$ cat config.mk
export PLATFORM = sky130hd
export DESIGN_NAME = imem_loader
export DESIGN_NICKNAME = d
export VERILOG_FILES = /design/src/rtl/loader_pkg.sv /design/src/rtl/byte_packer.sv /design/src/rtl/imem_loader.sv
export SDC_FILE = /design/constraint.sdc
export NUM_CORES = 1
export LEC_CHECK = 0
export ABC_AREA = 1
export CAP_MARGIN = 20
export CORE_MARGIN = 2
export CORE_UTILIZATION = 30
export DETAILED_ROUTE_END_ITERATION = 8
export GPL_TIMING_DRIVEN = 0
export PLACE_DENSITY = 0.57
export SLEW_MARGIN = 10
export SYNTH_ARGS = -nofsm -noshare
export SYNTH_HDL_FRONTEND = slang
export SYNTH_SLANG_ARGS = --single-unit
$ cat constraint.sdc
create_clock -name clk -period 2.7 [get_ports clk]
set_input_delay 0.27 -clock clk [delete_from_list [all_inputs] [get_ports clk]]
set_output_delay 0.27 -clock clk [all_outputs]
set_load 0.01 [all_outputs]
$ cat src/rtl/loader_pkg.sv
// Shared definitions for the instruction-memory loader: FSM encoding and frame field widths.
package loader_pkg;

  typedef enum logic [2:0] {
    ST_IDLE,
    ST_LEN_HI,
    ST_LEN_LO,
    ST_DATA,
    ST_CHECK,
    ST_DONE,
    ST_ERROR
  } state_t;

  localparam logic [7:0] SYNC_BYTE_DEF = 8'hA5;
  localparam int         LEN_W         = 16;
  localparam int         CHK_W         = 8;

  // States in which the inter-byte gap counter runs.
  function automatic logic in_frame(input state_t s);
    return s inside {ST_LEN_HI, ST_LEN_LO, ST_DATA, ST_CHECK};
  endfunction

endpackage

$ cat src/rtl/byte_packer.sv
// Packs a byte stream into big-endian 32-bit words and keeps a running XOR of the packed bytes.
module byte_packer
  import loader_pkg::*;
(
  input  logic             clk,
  input  logic             rst,
  input  logic [7:0]       byte_in,
  input  logic             strobe,
  input  logic             clear,
  output logic [31:0]      word,
  output logic             word_valid,
  output logic [CHK_W-1:0] xor_acc
);

  logic [1:0]  cnt_p0;
  logic [23:0] shift_p0;

  always_ff @(posedge clk or negedge rst) begin
    if (!rst) begin
      cnt_p0  <= 2'd0;
      xor_acc <= '0;
    end else if (clear) begin
      cnt_p0  <= 2'd0;
      xor_acc <= '0;
    end else if (strobe) begin
      cnt_p0  <= cnt_p0 + 2'd1;
      xor_acc <= xor_acc ^ byte_in;
    end
  end

  always_ff @(posedge clk) begin
    if (strobe) shift_p0 <= {shift_p0[15:0], byte_in};
  end

  // Word is presented in the same cycle as its fourth byte; the top registers it.
  assign word       = {shift_p0, byte_in};
  assign word_valid = strobe && (cnt_p0 == 2'd3);

endmodule

$ cat src/rtl/imem_loader.sv
// Framed byte-stream program loader: writes instruction memory and releases the CPU on a good checksum.
module imem_loader
  import loader_pkg::*;
#(
  parameter int         ADDR_W    = 10,
  parameter int         BASE_ADDR = 0,
  parameter logic [7:0] SYNC_BYTE = SYNC_BYTE_DEF,
  parameter int         TIMEOUT   = 100000
) (
  input  logic              clk,
  input  logic              rst,
  input  logic              in_valid,
  input  logic [7:0]        in_data,
  output logic              in_ready,
  output logic              mem_we,
  output logic [ADDR_W-1:0] mem_addr,
  output logic [31:0]       mem_wdata,
  output logic              cpu_hold,
  output logic              load_done,
  output logic              load_err,
  output logic [ADDR_W:0]   words_loaded
);

  localparam int                GAP_W   = $clog2(TIMEOUT + 1);
  localparam logic [LEN_W:0]    MAX_LEN = {{LEN_W{1'b0}}, 1'b1} << ADDR_W;
  localparam logic [ADDR_W-1:0] BASE    = ADDR_W'(BASE_ADDR);

  state_t             state_q, state_nx;
  logic [LEN_W-1:0]   len_q;
  logic [LEN_W-1:0]   len_full;
  logic [GAP_W-1:0]   gap_q;
  logic               fire, timeout, last_word;
  logic               start_frame, data_stb, enter_done, enter_err;
  logic [31:0]        word;
  logic               word_valid;
  logic [CHK_W-1:0]   xor_acc;

  assign fire      = in_valid && in_ready;
  assign timeout   = in_frame(state_q) && (gap_q == GAP_W'(TIMEOUT));
  assign len_full  = {len_q[LEN_W-1:8], in_data};
  assign last_word = (32'(words_loaded) + 32'd1) == 32'(len_q);

  byte_packer u_packer (
    .clk        (clk),
    .rst        (rst),
    .byte_in    (in_data),
    .strobe     (data_stb),
    .clear      (start_frame),
    .word       (word),
    .word_valid (word_valid),
    .xor_acc    (xor_acc)
  );

  always_ff @(posedge clk or negedge rst) begin
    if (!rst) state_q <= ST_IDLE;
    else      state_q <= state_nx;
  end

  always_comb begin
    state_nx = state_q;
    case (state_q)
      ST_IDLE, ST_DONE, ST_ERROR:
        if (fire && in_data == SYNC_BYTE) state_nx = ST_LEN_HI;
      ST_LEN_HI:
        if (fire) state_nx = ST_LEN_LO;
      ST_LEN_LO:
        if (fire) begin
          if ({1'b0, len_full} > MAX_LEN) state_nx = ST_ERROR;
          else if (len_full == '0)        state_nx = ST_CHECK;
          else                            state_nx = ST_DATA;
        end
      ST_DATA:
        if (word_valid && last_word) state_nx = ST_CHECK;
      ST_CHECK:
        if (fire) state_nx = (in_data == xor_acc) ? ST_DONE : ST_ERROR;
      default:
        state_nx = ST_IDLE;
    endcase
    if (timeout) state_nx = ST_ERROR;
  end

  always_comb begin
    start_frame = 1'b0;
    data_stb    = 1'b0;
    case (state_q)
      ST_IDLE, ST_DONE, ST_ERROR: start_frame = fire && (in_data == SYNC_BYTE);
      ST_DATA:                    data_stb    = fire && !timeout;
      default:                    ;
    endcase
    enter_done = (state_nx == ST_DONE)  && (state_q != ST_DONE);
    enter_err  = (state_nx == ST_ERROR) && (state_q != ST_ERROR);
  end

  always_ff @(posedge clk or negedge rst) begin
    if (!rst) begin
      gap_q <= '0;
      len_q <= '0;
    end else begin
      if (fire || !in_frame(state_q)) gap_q <= '0;
      else                            gap_q <= gap_q + GAP_W'(1);
      if (fire && state_q == ST_LEN_HI) len_q <= {in_data, len_q[7:0]};
      if (fire && state_q == ST_LEN_LO) len_q <= len_full;
    end
  end

  // Write port: one registered strobe per completed word; address/data hold afterwards.
  always_ff @(posedge clk or negedge rst) begin
    if (!rst) begin
      in_ready     <= 1'b0;
      mem_we       <= 1'b0;
      mem_addr     <= '0;
      mem_wdata    <= '0;
      words_loaded <= '0;
      cpu_hold     <= 1'b1;
      load_done    <= 1'b0;
      load_err     <= 1'b0;
    end else begin
      in_ready <= 1'b1;
      mem_we   <= word_valid;
      if (word_valid) begin
        mem_addr     <= BASE + words_loaded[ADDR_W-1:0];
        mem_wdata    <= word;
        words_loaded <= words_loaded + {{ADDR_W{1'b0}}, 1'b1};
      end
      if (start_frame) begin
        words_loaded <= '0;
        load_done    <= 1'b0;
        load_err     <= 1'b0;
        cpu_hold     <= 1'b1;
      end else if (enter_done) begin
        load_done <= 1'b1;
        cpu_hold  <= 1'b0;
      end else if (enter_err) begin
        load_err <= 1'b1;
        cpu_hold <= 1'b1;
      end
    end
  end

endmodule

# Word-level counts from Yosys, hierarchy flattened
# Cells that the tools add are included.
[word_totals]
memories = 0
wordCells = 89
reg_bits = 128
output_inout_bits = 58
ram_bits = 0
in_bits = 11
latch_bits = 0
romBits = 0
[op_classes]
shifts = 0
muxes = 27
reduce_logical = 24
div_mod_pow = 0
order_cmp = 1
multipliers = 0
addsub = 4
bitwise = 2
eq_ne = 16
[ops]
columns = ["operator", "count"]
rows = [
  ["two-way mux 3 bit", 8],
  ["two-way mux 8 bit", 3],
  ["two-way mux 11 bit", 2],
  ["adder 17 x 1 -> 17 bit, second input constant", 1],
  ["== test 17 bit, second input constant", 1],
  ["two-way mux 17 bit", 1],
  ["== test 12 x 16 -> 1 bit", 1],
  ["> comparator 16 x 11 -> 1 bit, second input constant", 1],
  ["logical NOT 16 bit", 1],
  ["== test 3 bit, second input constant", 5],
  ["one-hot mux 3 bit (5 select lines)", 1],
  ["adder 11 x 1 -> 12 bit, second input constant", 1],
  ["adder 11 x 1 -> 11 bit, second input constant", 1],
  ["logical AND 1 bit", 10],
  ["two-way mux 1 bit", 9],
  ["== test 8 bit", 1],
  ["== test 8 bit, second input constant", 1],
  ["nonzero test 2 bit", 4],
  ["XOR 8 bit", 1],
  ["== test 3 x 2 -> 1 bit, second input constant", 2],
  ["two-way mux 2 bit", 3],
  ["inequality test 3 bit, second input constant", 2],
  ["AND reduction 2 bit", 2],
  ["nonzero test 4 bit", 1],
  ["10 further kinds", 11],
]

# Logic depth before layout (Yosys ltp)
# Gate-level depths: netlist (run 1).
[depth]
depth_word = 16
ltp_mapped = 18
mapped_depth_nobuf = 18

# Hierarchy
# A second synthesis (run 1) with hierarchy kept.
[hier_totals]
hier_cells = 710
hier_area_um2 = 6099.6
[by_module_without_submodules]
columns = ["mod", "area_each_um2", "seq_area_each_um2", "instances", "cells_each"]
rows = [
  ["imem_loader", 4830.9, 2353.5, 1, 621],
  ["byte_packer", 1268.7, 970.9, 1, 89],
]

# Least setup slack after synthesis (run 1)
# No wires, ideal clock.
[synth_timing]
kind = "flip-flop to flip-flop"
from = "register gap_q[0]"
to = "register u_packer.shift_p0[0], enable pin"
setup_slack_ps = 530
t_required_ps = 2214
setup_time_ps = 486
stages_incl_launch_ff = 10
synth_period_minus_slack_ps = 2170
arrival_ps = 1684
path_buffers = 0
path_cell_list = "dfrtp_1 inv_1 ha_1 nand2_1 inv_1 nand2_1 nor2_1 nand3_2 nand2_1 clkinv_1"
[synth_via]
elab_chain_cells = 5
[synth_rtl]
columns = ["element", "line_no", "source"]
rows = [
  ["from (decl)", "imem_loader.sv:31", "logic [GAP_W-1:0] gap_q;"],
  ["from (signal assigned)", "imem_loader.sv:100", "else gap_q <= gap_q + GAP_W'(1);"],
  ["== test 17 bit", "imem_loader.sv:39", "assign timeout = in_frame(state_q) && (gap_q == GAP_W'(TIMEOUT));"],
  ["logical AND 1 bit", "imem_loader.sv:39", ""],
  ["logical NOT 1 bit", "imem_loader.sv:87", "ST_DATA: data_stb = fire && !timeout;"],
  ["logical AND 1 bit", "imem_loader.sv:87", ""],
  ["two-way mux 1 bit", "imem_loader.sv:85", "case (state_q)"],
  ["named net data_stb", "imem_loader.sv:33", "logic start_frame, data_stb, enter_done, enter_err;"],
  ["to (signal assigned)", "byte_packer.sv:32", "if (strobe) shift_p0 <= {shift_p0[15:0], byte_in};"],
  ["to (decl)", "byte_packer.sv:16", "logic [23:0] shift_p0;"],
]
# The timed path passes the listed nets, and every way through them passes these cells.
# A chain may end at the register's enable or synchronous reset.

# Final worst setup path (run 1)
[layout_timing]
from = "register words_loaded[0]"
to = "register cpu_hold"
[layout_via]
elab_chain_cells = 10
word_cells_on_any_way = 13
classes_between = "add/sub (1); eq/ne (3); mux (5); reduce/logical (4)"
[layout_rtl]
columns = ["element", "line_no", "source"]
rows = [
  ["from (decl)", "imem_loader.sv:21", "output logic [ADDR_W:0] words_loaded"],
  ["from (signal assigned)", "imem_loader.sv:123", "words_loaded <= words_loaded + {{ADDR_W{1'b0}}, 1'b1};"],
  ["adder 11 x 1 -> 12 bit (*)", "imem_loader.sv:41", "assign last_word = (32'(words_loaded) + 32'd1) == 32'(len_q);"],
  ["== test 12 x 16 -> 1 bit (*)", "imem_loader.sv:41", ""],
  ["logical AND 1 bit (*)", "imem_loader.sv:73", "if (word_valid && last_word) state_nx = ST_CHECK;"],
  ["two-way mux 3 bit (*)", "imem_loader.sv:73", ""],
  ["one-hot mux 3 bit (5 select lines) (*)", "imem_loader.sv:61", "case (state_q)"],
  ["two-way mux 3 bit (*)", "imem_loader.sv:79", "if (timeout) state_nx = ST_ERROR;"],
  ["named net state_nx[2]", "imem_loader.sv:28", "state_t state_q, state_nx;"],
  ["== test 3 bit", "imem_loader.sv:90", "enter_done = (state_nx == ST_DONE) && (state_q != ST_DONE);"],
  ["logical AND 1 bit", "imem_loader.sv:90", ""],
  ["two-way mux 1 bit", "imem_loader.sv:130", "end else if (enter_done) begin"],
  ["two-way mux 1 bit", "imem_loader.sv:125", "if (start_frame) begin"],
  ["to (signal assigned)", "imem_loader.sv:129", "cpu_hold <= 1'b1;"],
  ["to (signal assigned)", "imem_loader.sv:132", "cpu_hold <= 1'b0;"],
  ["to (signal assigned)", "imem_loader.sv:135", "cpu_hold <= 1'b1;"],
  ["to (decl)", "imem_loader.sv:18", "output logic cpu_hold,"],
]
# The timed path passes the listed nets; every way through them passes the cells marked *.

==> results of run 1 <==
cell families after synthesis:
logic type / synth area share, %
XOR/XNOR: 2.01
buffers and inverters: 5.93
AND/OR/NAND/NOR: 25.6
adder cells (fa/ha/maj): 0.882
AO/OA/AOI/OAI: 6.88
other: 0.0661
flip-flops: 58.6
power breakdown:
group	internal, W	switching [W]	leakage [nW]
clock	0.00124	0.00100	0.285
sequential	0.00219	0.000180	1.58
combinational	0.000432	0.000647	1.63
total	0.00386	0.00183	3.49
path summary, 6_finish.rpt:
kind	end	depth (start not counted)
setup / recovery	cpu_hold	16
hold / removal	mem_wdata[29]	2
setup reg to reg	cpu_hold	16
hold reg to reg	mem_wdata[24]	2
max in group asynchronous	cpu_hold	3
min in group clk	mem_wdata[24]	2
layout make-up:
type                            count  area [um^2]  area share (%)
Inverter                           73          275            3.79
Clock inverter                     15          158            2.17
Clock buffer                       17          425            5.85
Timing Repair Buffer               70          719            9.89
Sequential cell                   128         3330            45.7
Buffer                             16         62.6           0.860
Tap cell                          234          293            4.03
Multi-Input combinational cell    427         2010            27.7
critical path, cell delays in order, from the launching register on:
cell and delay [ns]:
sky130_fd_sc_hd__dfrtp_2 0.43, sky130_fd_sc_hd__ha_1 0.21, sky130_fd_sc_hd__nand2_1 0.17, sky130_fd_sc_hd__nor2_4 0.21, sky130_fd_sc_hd__nand2_1 0.08, sky130_fd_sc_hd__nand2_1 0.10, sky130_fd_sc_hd__nor2_1 0.04, sky130_fd_sc_hd__a21oi_1 0.14
sky130_fd_sc_hd__nand2_1 0.07, sky130_fd_sc_hd__nor2_1 0.08, sky130_fd_sc_hd__nand2_1 0.13, sky130_fd_sc_hd__nand3_1 0.16, sky130_fd_sc_hd__inv_1 0.05, sky130_fd_sc_hd__nor2_1 0.10, sky130_fd_sc_hd__nand2_1 0.08, sky130_fd_sc_hd__nand2_1 0.07
sky130_fd_sc_hd__nand3_1 0.06
synthesized netlist by cell type, types with 3 or more instances:
cell type,instances
sky130_fd_sc_hd__nand2_1,209
sky130_fd_sc_hd__dfrtp_1,103
sky130_fd_sc_hd__inv_1,70
sky130_fd_sc_hd__nor2_1,50
sky130_fd_sc_hd__o21ai_0,45
sky130_fd_sc_hd__nand3_1,36
sky130_fd_sc_hd__edfxtp_1,24
sky130_fd_sc_hd__nor3_1,13
sky130_fd_sc_hd__a21oi_1,11
sky130_fd_sc_hd__clkbuf_1,10
sky130_fd_sc_hd__xor2_1,9
sky130_fd_sc_hd__o22ai_1,8
sky130_fd_sc_hd__nand4_1,7
sky130_fd_sc_hd__nor3b_1,6
sky130_fd_sc_hd__buf_1,4
sky130_fd_sc_hd__ha_1,4
sky130_fd_sc_hd__nand3b_1,4
sky130_fd_sc_hd__xnor2_1,4
sky130_fd_sc_hd__nand3_2,3
registers in the layout, indices dropped and copies added (netlist names):
| name | cells |
|---|---|
| cpu_hold | 1 |
| gap_q | 17 |
| in_ready | 1 |
| len_q | 16 |
| load_done | 1 |
| load_err | 1 |
| mem_addr | 10 |
| mem_wdata | 32 |
| mem_we | 1 |
| state_q | 3 |
| u_packer.cnt_p0 | 2 |
| u_packer.shift_p0 | 24 |
| u_packer.xor_acc | 8 |
| words_loaded | 11 |
metrics by stage:
stage / total power, W / utilization (%)
after floorplan: 0.00315 / -
after global placement: 0.00346 / 35.7
after detailed placement: 0.00348 / 35.8
after CTS: 0.00576 / 39.0
after global routing: 0.00606 / 39.0
final: 0.00569 / 39.0
layer usage:
layer	up-vias	GRT usage [%]	share of wire (%)
met1	2079	19.5	50
met3	12	3.68	3.7
met5	-	0	0
li1	2258	-	-
met4	0	3.79	1.1
met2	79	21.8	46
repair_timing:
item	in CTS	in global routing
pin swaps	0	0
endpoints found under the setup margin	24	2
hold buffers	1	0
buffers inserted	0	0
resized for setup	1	2
endpoints found under the hold margin	26	0
==> reports/results.tsv, run 1 <==
stage	metric	value	unit
die	initial_utilization	30.4	%
timing	max_slew_margin	60.9	%
timing	worst_clock_skew	0.00949	ns
yosys	synth.ff_latch_count	128	
setup_path	worstPathMaxFanout	6	
cts	cts-buffers-inserted	17	
cts	clock_input_transition_at_the_sequential_cells_of_the_worst_setup_and_hold_paths	0.07	ns
final_layout	diodes	0	
route	detail_route.first_pass.iterations	4	
setup_path	cp_data_arrival_time	2.60	ns
die	coreArea	18600	um^2
timing	layout_worst_path_cycle_share	84.2	%
route	vias	4428	
yosys	synth_area_leaders	sky130_fd_sc_hd__dfrtp_1 (45%), sky130_fd_sc_hd__nand2_1 (14%), sky130_fd_sc_hd__edfxtp_1 (13%)	
timing	worst_slew_pin_slew	0.587	ns
final_layout	layout-area-overhead-vs-synth	28.2	%
pwr	leakage	3.49	nW
yosys	synthFlopType	sky130_fd_sc_hd__dfrtp_1	
cts	maximum_clock_insertion_buffer_count	2	
yosys	post-synth-top-area-cell	sky130_fd_sc_hd__dfrtp_1	
final_layout	final_common_cell	sky130_fd_sc_hd__nand2_1	
timing	final_report_max_slew_violation_count	0	
setup_path	ff2ff_setup_slack	0.43	ns
yosys	synth.yosys.warnings	0	
yosys	syn_area	5670	um^2
timing	report.final.hold_viol_count	0	
yosys	netlist_instances	644	
flow_run	max_cap_viol_count	0	
grt	gr-total-overflow	0	
cts	insertion_delay	0.42	ns
final_layout	final_cell_area	7270	um^2
cts	clock_sink_count	128	
yosys	synth_enable_flop_cells	24	
yosys	async_flop_share	81.3	%
grt	grt.total_usage	14.0	%
die	die_extent_in_y	142	um
die	fp.dieW	142	um
place	postPlaceCellArea	6680	um^2
cts	clock_tree.htree_level_count	4	
yosys	avgSynthCellArea	8.81	um^2
timing	finalWorstSetupSlack	0.426	ns
timing	achievable-frequency	440	MHz
place	numPortBuffers	68	
yosys	synth_top_area_share	45.4	%
grt	grt_first_pass_wirelength	22000	um
route	drt-wirelength-per-cell	13.4	um
final_layout	num-fill-cells	1879	
setup_path	r2r_start	words_loaded[0]	
final_layout	mostFrequentLayoutCells	sky130_fd_sc_hd__nand2_1 (209), sky130_fd_sc_hd__dfrtp_1 (102), sky130_fd_sc_hd__inv_1 (70)	
die	ios	69	
yosys	mappedNetlistNets	659	
final_layout	final_cell_count_no_fill	980	
die	core.rowCount	50	
yosys	distinct_cell_type_count_after_synthesis	35	
pwr	power_density_over_the_cells	782	nW/um^2
outcome	outcome	finished, final reports clean	
route	drt.antenna.violating_nets	0	
place	place_ws	-0.0630	ns
cts	tritoncts	yes	
place	placer_s_final_routability_congestion_estimate	0.829	
worst_hold_path	min_path_type	input pin to async pin	
route	route.detailed.drc	0	
setup_path	worstSetupStartpointType	flop	
final_layout	final_layout_size_suffix_gt1_share	6.84	%
route	avgViaCountPerCell	4.52	
timing	hold_slack	0.275	ns
final_layout	nets	748	
timing	totalNegativeSetupSlack	0	ns
timing	timing.final.setup_violations	0	
place	post-place-cells	947	
pwr	peakVddDrop	474	uV
timing	min_period	2.27	ns
setup_path	classification_of_the_worst_setup_path	flop to flop	
cts	ctsRootBufferMaster	sky130_fd_sc_hd__clkbuf_16	
timing	rsz0062_at_grt	no	
route	dr_iter_0_viols	261	
die	dieArea	20000	um^2
setup_path	cp-end-kind	flop	
grt	number_of_antenna_violations_at_the_first_check_in_global_routing	0	
setup_path	worst_setup_path_startpoint	words_loaded[0]	
setup_path	critical_path_required	3.03	ns
yosys	seq_area_frac_synth	58.6	%
grt	via_count_of_the_first_global_routing_pass	4298	
grt	largest_net_degree_at_the_start_of_global_routing	79	
place	dp_hpwl	9210	um
route	route.final.wire_length	13100	um
Note: power is estimated with default switching activity, not from simulation.
==> run 2: changes to the inputs <==
PLACE_DENSITY = 0.59   (was 0.57)
clock period = 2 ns   (was 2.7 ns; I/O delays follow)
==> run 2 against run 1 <==
  * The run now ends with setup timing left
  * Register-to-register slack worse by 0.49 ns
  * Combinational power grew 42%
  * Via count increased by 0.23%
  * Die area did not move
  * Final area rose by 2.6%
  * Critical path type unchanged
  * Largest cell class unchanged
  * Highest routed layer unchanged
==> reports/results.tsv, run 2 (same netlist as run 1, synthesis figures left out) <==
stage	metric	value	unit	change
cts	insertion_delay	0.42	ns	about the same
timing	finalWorstSetupSlack	-0.0625	ns	-0.488 ns
place	numPortBuffers	68		unchanged
cts	cts-buffers-inserted	17		unchanged
timing	worst_clock_skew	0.00713	ns	-0.00236 ns
pwr	report.power.total	0.00773	W	+36%
route	route.detailed.drc	0		unchanged
grt	gr-total-overflow	0		unchanged
final_layout	final_core_utilization	40.0	%	+1.0 points
pwr	leakage	3.57	nW	+2.2%
die	coreArea	18600	um^2	unchanged
route	detail_route.first_pass.iterations	4		unchanged
die	ios	69		unchanged
final_layout	layout-area-overhead-vs-synth	31.6	%	
place	placer_s_final_routability_congestion_estimate	0.805		-2.8%
route	drt-wirelength-per-cell	13.7	um	+2.2%
cts	ctsRootBufferMaster	sky130_fd_sc_hd__clkbuf_16		
die	dieArea	20000	um^2	unchanged
final_layout	final_cell_area	7460	um^2	+2.6%
final_layout	final_common_cell	sky130_fd_sc_hd__nand2_1		
cts	clock_sink_count	128		unchanged
grt	largest_net_degree_at_the_start_of_global_routing	80		+1.3%
flow_run	max_cap_viol_count	0		unchanged
setup_path	timing.rr.end	load_err		
final_layout	multi_input_area	2110	um^2	+4.8%
place	place_ws	-0.412	ns	-0.349 ns
setup_path	r2r_start	state_q[0]		
pwr	seq_power_share	41.2	%	-0.4 points
route	avgViaCountPerCell	4.50		-0.48%
cts	maximum_clock_insertion_buffer_count	2		unchanged
pwr	power.share.combinational	19.8	%	+0.8 points
cts	clock_tree.htree_level_count	4		unchanged
pwr	net-switching-power	0.00235	W	+29%
timing	min_period	2.06	ns	-0.212 ns
setup_path	worstSetupStartpointType	flop		
setup_path	reg2regPathDepth	15		-1
grt	number_of_antenna_violations_at_the_first_check_in_global_routing	0		unchanged
final_layout	diodes	0		unchanged
route	dr_iter_0_viols	302		+16%
place	postPlaceCellArea	6680	um^2	about the same
timing	timing.final.setup_violations	2		+2
final_layout	seq_cell_area	3330	um^2	about the same
outcome	failing_checks	setup timing		
final_layout	top_register	mem_wdata		
pwr	peakVddDrop	386	uV	-19%
pwr	share_clk_of_total_power	39.0	%	-0.4 points
die	fp.dieW	142	um	unchanged
outcome	outcome	complete, but fails checks		
setup_path	cp-end-kind	flop		
setup_path	classification_of_the_worst_setup_path	flop to flop		
setup_path	cp_data_arrival_time	2.42	ns	-0.18 ns
pwr	cellInternalPower	0.00538	W	+39%
final_layout	mostFrequentLayoutCells	sky130_fd_sc_hd__nand2_1 (202), sky130_fd_sc_hd__dfrtp_1 (100), sky130_fd_sc_hd__inv_1 (68)		
grt	grt_first_pass_wirelength	22000	um	+0.22%
timing	report.final.hold_viol_count	0		unchanged
final_layout	num-fill-cells	1877		-0.11%
grt	grt.total_usage	14.1	%	+0.044 points
die	initial_utilization	30.4	%	unchanged
timing	achievable-frequency	485	MHz	+10%
pwr	power_density_over_the_cells	1040	nW/um^2	+32%
pwr	switching_share	30.4	%	-1.7 points
setup_path	ff2ff_setup_slack	-0.06	ns	-0.49 ns
place	dp_hpwl	9410	um	+2.2%
route	drt.antenna.violating_nets	0		unchanged
final_layout	largest_reg_flops	32		unchanged
final_layout	final_layout_size_suffix_gt1_share	12.4	%	+5.5 points
timing	layout_worst_path_cycle_share	103	%	+19 points
cts	clock_input_transition_at_the_sequential_cells_of_the_worst_setup_and_hold_paths	0.06	ns	about the same
final_layout	nets	755		+0.94%
worst_hold_path	min_path_type	input pin to async pin		
setup_path	worstPathMaxFanout	7		+1
setup_path	critical_path_required	2.35	ns	-0.68 ns
route	route.final.wire_length	13500	um	+2.9%
grt	via_count_of_the_first_global_routing_pass	4279		-0.44%
final_layout	top_regs	mem_wdata: 32 flops, u_packer.shift_p0: 24 flops, gap_q: 17 flops		
timing	rsz0062_at_grt	yes		
die	die_extent_in_y	142	um	unchanged
route	vias	4438		+0.23%
timing	final_report_max_slew_violation_count	0		unchanged
die	core.rowCount	50		unchanged
cts	tritoncts	yes		
-- run 2: cell types whose count changed in the layout (fill, tap and decap cells not counted), sizes merged --
| cell | change |
|---|---|
| buf | +7 |
| bufinv | +1 |
| clkbuf | +2 |
| clkinv | +3 |
| inv | -6 |
-- run 2: what timing repair did --
| item | 4_1_cts | 5_1_grt |
|---|---|---|
| pin swaps | 3 | 7 |
| buffers inserted | 5 | 2 |
| endpoints found under the hold margin | 25 | 0 |
| gates resized for setup | 19 | 47 |
| setup endpoints to repair | 71 | 90 |
| hold buffers | 1 | 0 |
-- run 2: cell type report --
cell class                      instances  share of cell area (%)
Clock buffer                           19                    6.07
Timing Repair Buffer                   77                    10.4
Multi-Input combinational cell        427                    28.3
Clock inverter                         13                    1.71
Buffer                                 16                    1.29
Inverter                               73                    3.77
Tap cell                              234                    3.92
Sequential cell                       128                    44.6
-- run 2: worst max path at each step --
stage,cells past startpoint,endpoint,startpoint
after floorplan,16,cpu_hold,words_loaded[0]
after global placement,1,gap_q[4],rst
after detailed placement,14,cpu_hold,words_loaded[0]
after CTS,15,cpu_hold,words_loaded[0]
after global routing,15,cpu_hold,words_loaded[0]
final,15,load_err,state_q[0]
-- run 2: worst max-delay path, cell delays in order (launching register included) --
cell	delay [ns]
sky130_fd_sc_hd__dfrtp_2	0.45
sky130_fd_sc_hd__nor2_2	0.18
sky130_fd_sc_hd__inv_2	0.05
sky130_fd_sc_hd__nand2_1	0.07
sky130_fd_sc_hd__nand2_2	0.07
sky130_fd_sc_hd__nand3_2	0.13
sky130_fd_sc_hd__nand3_4	0.13
sky130_fd_sc_hd__nor2_1	0.11
sky130_fd_sc_hd__nand2_1	0.06
sky130_fd_sc_hd__nor2_1	0.12
sky130_fd_sc_hd__nand2_2	0.11
sky130_fd_sc_hd__nand2_2	0.09
sky130_fd_sc_hd__nand2_1	0.06
sky130_fd_sc_hd__nand2_2	0.07
sky130_fd_sc_hd__nand4_1	0.13
sky130_fd_sc_hd__a21oi_2	0.17
-- run 2: layer usage --
metal / global-route usage [%] / routed length, um / up-vias
met1: 18.5 / 6220 / 2082
met4: 5.42 / 212 / 0
met3: 3.34 / 459 / 17
li1: - / - / 2266
met5: 0 / 0 / -
met2: 22.5 / 6590 / 73
-- run 2: stage by stage --
| stage | std cells | hold WS (ns) | setup TNS [ns] |
|---|---|---|---|
| after detailed placement | 947 | 0.0799 | -15.84 |
| final | 987 | 0.225 | -0.112 |
| after floorplan | 644 | -0.0956 | 0 |
| after CTS | 985 | 0.196 | -0.173 |
| after global routing | 987 | 0.243 | -1.31 |
| after global placement | 946 | 0.425 | -369.71 |
-- run 2: power by group through the flow --
| stage | logic (W) | registers, W | clock network (W) |
|---|---|---|---|
| after floorplan | 0.00105 | 0.00319 | 0 |
| after global placement | 0.00144 | 0.00323 | 0 |
| after detailed placement | 0.00147 | 0.00323 | 0 |
| after CTS | 0.00154 | 0.00319 | 0.00306 |
| after global routing | 0.00178 | 0.00324 | 0.00321 |
| final | 0.00153 | 0.00319 | 0.00301 |
